$ cat src/rtl/reg_pipe_pkg.sv
// Shared constants and helpers for the reg_pipe skid-buffer pipeline.
package reg_pipe_pkg;

  localparam int unsigned WIDTH_DEF  = 8;
  localparam int unsigned STAGES_DEF = 4;
  localparam int unsigned STAGES_MAX = 16;

  // Width of the occupancy counter: must represent 0 .. 2*stages.
  function automatic int unsigned count_w(input int unsigned stages);
    return $clog2(2 * stages + 1);
  endfunction

endpackage

$ cat src/rtl/reg_pipe_stage.sv
// One two-entry skid stage: main register drives downstream, skid catches a word
// accepted while downstream stalls. Ready is registered from a look-ahead computed upstream.
module reg_pipe_stage
  import reg_pipe_pkg::*;
#(
  parameter int unsigned            WIDTH     = WIDTH_DEF,
  parameter logic [WIDTH-1:0]       RESET_VAL = '0
) (
  input  logic             clk,
  input  logic             rst,
  input  logic             flush,
  input  logic             in_valid,
  output logic             in_ready,
  input  logic [WIDTH-1:0] in_data,
  output logic             out_valid,
  input  logic             out_ready,
  output logic [WIDTH-1:0] out_data,
  input  logic             ready_next,
  output logic             skid_next_c
);

  logic             skid_valid;
  logic [WIDTH-1:0] skid_data;
  logic             main_valid_n;
  logic             skid_valid_n;
  logic [WIDTH-1:0] main_data_n;
  logic [WIDTH-1:0] skid_data_n;
  logic             in_fire;
  logic             main_take;

  // Skid always drains into main before main is refilled from upstream.
  always_comb begin
    in_fire      = in_valid & in_ready & ~flush;
    main_take    = ~out_valid | out_ready;
    main_valid_n = out_valid;
    main_data_n  = out_data;
    skid_valid_n = skid_valid;
    skid_data_n  = skid_data;
    if (flush) begin
      main_valid_n = 1'b0;
      skid_valid_n = 1'b0;
    end else if (main_take) begin
      if (skid_valid) begin
        main_valid_n = 1'b1;
        main_data_n  = skid_data;
        skid_valid_n = in_fire;
        if (in_fire) skid_data_n = in_data;
      end else begin
        main_valid_n = in_fire;
        if (in_fire) main_data_n = in_data;
      end
    end else if (in_fire) begin
      skid_valid_n = 1'b1;
      skid_data_n  = in_data;
    end
    skid_next_c = skid_valid_n;
  end

  always_ff @(posedge clk or negedge rst) begin
    if (!rst) begin
      out_valid  <= 1'b0;
      skid_valid <= 1'b0;
      in_ready   <= 1'b0;
      out_data   <= RESET_VAL;
      skid_data  <= RESET_VAL;
    end else begin
      out_valid  <= main_valid_n;
      skid_valid <= skid_valid_n;
      in_ready   <= ready_next;
      out_data   <= main_data_n;
      skid_data  <= skid_data_n;
    end
  end

endmodule

$ cat src/rtl/reg_pipe.sv
// Chain of STAGES skid stages with registered ready on every stage and a single
// up/down occupancy counter.
module reg_pipe
  import reg_pipe_pkg::*;
#(
  parameter int unsigned      WIDTH     = WIDTH_DEF,
  parameter int unsigned      STAGES    = STAGES_DEF,
  parameter logic [WIDTH-1:0] RESET_VAL = '0
) (
  input  logic                          clk,
  input  logic                          rst,
  input  logic                          flush,
  input  logic                          in_valid,
  output logic                          in_ready,
  input  logic [WIDTH-1:0]              in_data,
  output logic                          out_valid,
  input  logic                          out_ready,
  output logic [WIDTH-1:0]              out_data,
  output logic [count_w(STAGES)-1:0]    count
);

  localparam int unsigned CW = count_w(STAGES);

  if (WIDTH < 1 || STAGES < 1 || STAGES > STAGES_MAX) begin : g_param_err
    $error("reg_pipe: illegal WIDTH=%0d or STAGES=%0d", WIDTH, STAGES);
  end

  logic [STAGES:0]   v;
  logic [STAGES:0]   r;
  logic [STAGES:0]   rn;
  logic [STAGES-1:0] sn;
  logic [WIDTH-1:0]  d [STAGES+1];
  logic              in_fire;
  logic              out_fire;

  assign v[0]      = in_valid;
  assign d[0]      = in_data;
  assign r[STAGES] = out_ready;
  assign in_ready  = r[0];
  assign out_valid = v[STAGES];
  assign out_data  = d[STAGES];

  // A stage may accept next cycle if its skid will be empty, or if the stage
  // below is guaranteed to take its main word next cycle.
  always_comb begin
    rn = '0;
    for (int i = int'(STAGES) - 1; i >= 0; i--) begin
      rn[i] = ~sn[i] | rn[i+1];
    end
  end

  for (genvar g = 0; g < int'(STAGES); g++) begin : g_stage
    reg_pipe_stage #(
      .WIDTH     (WIDTH),
      .RESET_VAL (RESET_VAL)
    ) u_stage (
      .clk         (clk),
      .rst         (rst),
      .flush       (flush),
      .in_valid    (v[g]),
      .in_ready    (r[g]),
      .in_data     (d[g]),
      .out_valid   (v[g+1]),
      .out_ready   (r[g+1]),
      .out_data    (d[g+1]),
      .ready_next  (rn[g]),
      .skid_next_c (sn[g])
    );
  end

  assign in_fire  = in_valid & in_ready & ~flush;
  assign out_fire = out_valid & out_ready;

  always_ff @(posedge clk or negedge rst) begin
    if (!rst) begin
      count <= '0;
    end else if (flush) begin
      count <= '0;
    end else if (in_fire & ~out_fire) begin
      count <= count + CW'(1);
    end else if (out_fire & ~in_fire) begin
      count <= count - CW'(1);
    end
  end

endmodule

$ cat config.mk
export PLATFORM = sky130hd
export DESIGN_NAME = reg_pipe
export DESIGN_NICKNAME = d
export VERILOG_FILES = /design/src/rtl/reg_pipe_pkg.sv /design/src/rtl/reg_pipe_stage.sv /design/src/rtl/reg_pipe.sv
export SDC_FILE = /design/constraint.sdc
export NUM_CORES = 1
export LEC_CHECK = 0
export BUFFER_PORTS_ARGS = -buffer_cell sky130_fd_sc_hd__buf_2
export CAP_MARGIN = 20
export CORE_MARGIN = 5
export CORE_UTILIZATION = 55
export CTS_BUF_LIST = sky130_fd_sc_hd__clkbuf_2
export DETAILED_ROUTE_END_ITERATION = 10
export PLACE_DENSITY_LB_ADDON = 0.2
export SLEW_MARGIN = 20
export SYNTH_ARGS = -nofsm -noshare
export SYNTH_HDL_FRONTEND = slang
export SYNTH_SLANG_ARGS = --single-unit
$ cat constraint.sdc
create_clock -name clk -period 2.1 [get_ports clk]
set_input_delay 0.105 -clock clk [delete_from_list [all_inputs] [get_ports clk]]
set_output_delay 0.105 -clock clk [all_outputs]
set_load 0.1 [all_outputs]
==> run summary <==
## Clock tree
- **TritonCTS clock tree** built
- **Max Buffers Root-to-Sink** 2
- **TritonCTS Sinks** 80
- **number of buffers added to fix hold violations after cts** 11
- **Worst-path clk slew** 230 ps
- **number of instances resized during post-cts repair** 0
- **clock latency of the later-clocked register in the worst-skew pair** 520 ps
- **Max H-tree Level** 3
- **post-CTS setup buffer count** 0
- **root buffer selected by CTS** sky130_fd_sc_hd__clkbuf_2
- **CTS Buf Count** 9

## Timing
- **skew final** 26.07 ps
- **part of the cycle the worst path needs** 92.30%
- **Tmin final** 1938 ps
- **Pins Over Slew Limit** 0
- **Worst Max-Slew Pin Slew** 821.0 ps
- **final-layout setup total negative slack** 0 ps
- **peak clock frequency supported by timing** 515.9 MHz
- **hold violation total from the final report** 0
- **RSZ-0062 raised after global routing** false
- **number of endpoints failing setup at the final stage** 0
- **Slew headroom** 44.97%

## Place
- **Cells after DPL** 391
- **placed cell areas** 3864 µm²
- **global placer's final weighted congestion** 0.8271
- **Port Buffers** 26
- **detailed placer's ending HPWL** 4.134 mm

## Min path
- **Min-Delay Path Class** in -> async

## Critical path
- **startpoint type of the worst setup path** register
- **critical path data required time** 2530 ps
- **critical path class** reg -> reg
- **largest driver fanout on the critical path** 5
- **critical path cell sequence** and3b_2 -> nand2_4 -> ha_4 -> a21o_1 -> a2111oi_4 -> o21ai_1 -> nor3b_2
- **Crit path buffers/inverters** 0
- **CP arrival** 2370 ps
- **top cell family by delay on the critical path** compound AO/OA/AOI/OAI gates
- **largest stage delay on the critical path** 540 ps
- **highest-delay cell along the critical path** sky130_fd_sc_hd__dfrtp_4
- **element type at the critical path end** register

## Routing
- **DR WL/cell** 14.27 µm
- **Total Wirelength** 5.965 mm
- **DRC violation total after the first TritonRoute iteration** 67
- **via-per-instance ratio** 5.325
- **number of iterations in the first detailed-routing pass** 4
- **antenna viol nets, final** 0
- **Vias** 2,226
- **DR DRC count** 0

## Logic synthesis
- **asr flop ratio synth** 100.0%
- **net count of the mapped netlist** 318
- **top flip-flop cell by instance count after synthesis** sky130_fd_sc_hd__dfrtp_1
- **Post-Syn Instances** 302
- **number of warnings reported in the yosys synthesis log** 0
- **post-synthesis instance area** 3647 µm²
- **number of distinct library cell variants in the gate-level netlist after synthesis** 35
- **mean instance size in the synthesized netlist** 12.08 µm²
- **Post-synth EDFFs** 0
- **register area share after synthesis** 54.89%
- **post-synthesis sequential element count** 80

## Final layout
- **Finished Layout Cells** 418
- **post-layout net count** 352
- **most frequent standard cell in the layout excluding fill and tap cells** sky130_fd_sc_hd__dfrtp_1
- **share of layout cells above drive strength 1** 29.03%
- **synth-to-layout area growth** 12.80%
- **commonest cells after routing, fill and taps aside** sky130_fd_sc_hd__dfrtp_1 (77), sky130_fd_sc_hd__a21oi_1 (35), sky130_fd_sc_hd__mux2i_1 (33)
- **final std cell area, no fill** 4114 µm²
- **Ant. Diodes** 0

## Global routing
- **vias in the first global route** 2,215
- **pin count of the biggest net entering global routing** 44
- **first-pass GRT wire length** 10.60 mm
- **initial antenna violation count** 0
- **total global routing track utilization** 15.62%
- **overflow left after global routing** 0

## Floorplanning
- **width of the chip** 91.44 µm
- **Starting Density** 57.11%
- **Vert. Die Dim** 91.44 µm
- **area inside the core boundary** 6386 µm²
- **I/O pin count** 27
- **standard-cell rows** 29
- **die area** 8360 µm²

## Outcome
- **run status** finished clean

## Power
- **power consumption** 3.565 mW
- **Max rail drop VDD** 885.0 µV
- **pwr/cell area** 866.5 nW/µm²
- **static leakage power** 1.848 nW

## Run
- **number of violations of the max-capacitance limit** 0

==> routing by layer <==
| metal | vias up | wire length (µm) | track usage (%) |
|---|---|---|---|
| li1 | 1116 | - | - |
| met1 | 1066 | 2914 | 21.76 |
| met4 | 0 | 135 | 7.702 |
| met2 | 30 | 2723 | 23.15 |
| met5 | - | 0 | 0 |
| met3 | 14 | 192 | 3.306 |
==> report_power, final <==
part | leakage (nW) | internal [mW] | switching, mW
Sequential | 1.00 | 1.69 | 0.109
Combinational | 0.766 | 0.215 | 0.609
Clock | 0.0823 | 0.396 | 0.542
Total | 1.85 | 2.31 | 1.26
==> stage by stage <==
| step | hold WS (ps) | utilization, % | setup slack, ps |
|---|---|---|---|
| floorplan | -190.6 | - | 0.1450 |
| global placement | 108.3 | 60.50 | 224.0 |
| detailed placement | 107.1 | 60.50 | 177.8 |
| CTS | 17.69 | 64.42 | 155.3 |
| global route | 40.29 | 64.42 | 66.01 |
| finish | 46.48 | 64.42 | 161.6 |
==> sequential cells by signal (all words and copies together), names as in the netlist <==
name and cells:
count 4, g_stage.u_stage.in_ready 4, g_stage.u_stage.out_data 32, g_stage.u_stage.out_valid 4, g_stage.u_stage.skid_data 32, g_stage.u_stage.skid_valid 4
==> synthesized netlist by cell type (all sizes together), types with 3 or more instances <==
| cell type | count | share of area [%] |
|---|---|---|
| dfrtp | 80 | 55 |
| a21oi | 35 | 4.8 |
| mux2i | 33 | 9.1 |
| mux2 | 32 | 12 |
| nor2 | 31 | 3.2 |
| buf | 19 | 3.9 |
| nand2 | 19 | 2.0 |
| o21ai | 14 | 2.1 |
| inv | 5 | 0.51 |
| nor3 | 5 | 1.3 |
| nor2b | 4 | 1.1 |
| and2 | 3 | 0.51 |
| or3 | 3 | 0.51 |
| xnor2 | 3 | 0.93 |
==> layout make-up <==
class	count	area, µm²
fill	523	2272
sequential	80	2011
multi-input combinational	196	1540
timing repair buffer	44	307.8
tap	77	96.34
clock inverter	7	95.09
clock buffer	9	45.04
inverter	5	18.77
==> final timing paths <==
kind,start,endpoint,slack (ps),cells past startpoint
setup / recovery,g_stage[0].u_stage.in_ready,count[3],160,7
hold / removal,rst,g_stage[0].u_stage.skid_data[6],50,2
setup reg to reg,g_stage[0].u_stage.in_ready,count[3],160,7
hold reg to reg,g_stage[2].u_stage.skid_data[5],g_stage[2].u_stage.skid_data[5],530,1
max in group asynchronous,rst,g_stage[2].u_stage.skid_data[6],1430,3
min in group clk,out_ready,g_stage[3].u_stage.skid_valid,50,4
==> logic make-up (layout without fill, tap and decap cells) <==
family | after synthesis | in the layout | share of synthesized area (%)
flops | 80 | 80 | 54.89
simple gates | 71 | 71 | 9.640
mux | 65 | 65 | 20.58
compound gates | 53 | 53 | 7.856
buf+inv | 26 | 65 | 4.597
fa+ha+maj | 4 | 4 | 1.509
xor+xnor | 3 | 3 | 0.9265
==> worst register-to-register path, cell delays in order, from the launching register on <==
cell                        delay (ps)
sky130_fd_sc_hd__dfrtp_4           540
sky130_fd_sc_hd__and3b_2           270
sky130_fd_sc_hd__nand2_4           110
sky130_fd_sc_hd__ha_4              200
sky130_fd_sc_hd__a21o_1            200
sky130_fd_sc_hd__a2111oi_4         300
sky130_fd_sc_hd__o21ai_1            80
sky130_fd_sc_hd__nor3b_2           150
Power figures use the tool's default switching activity.
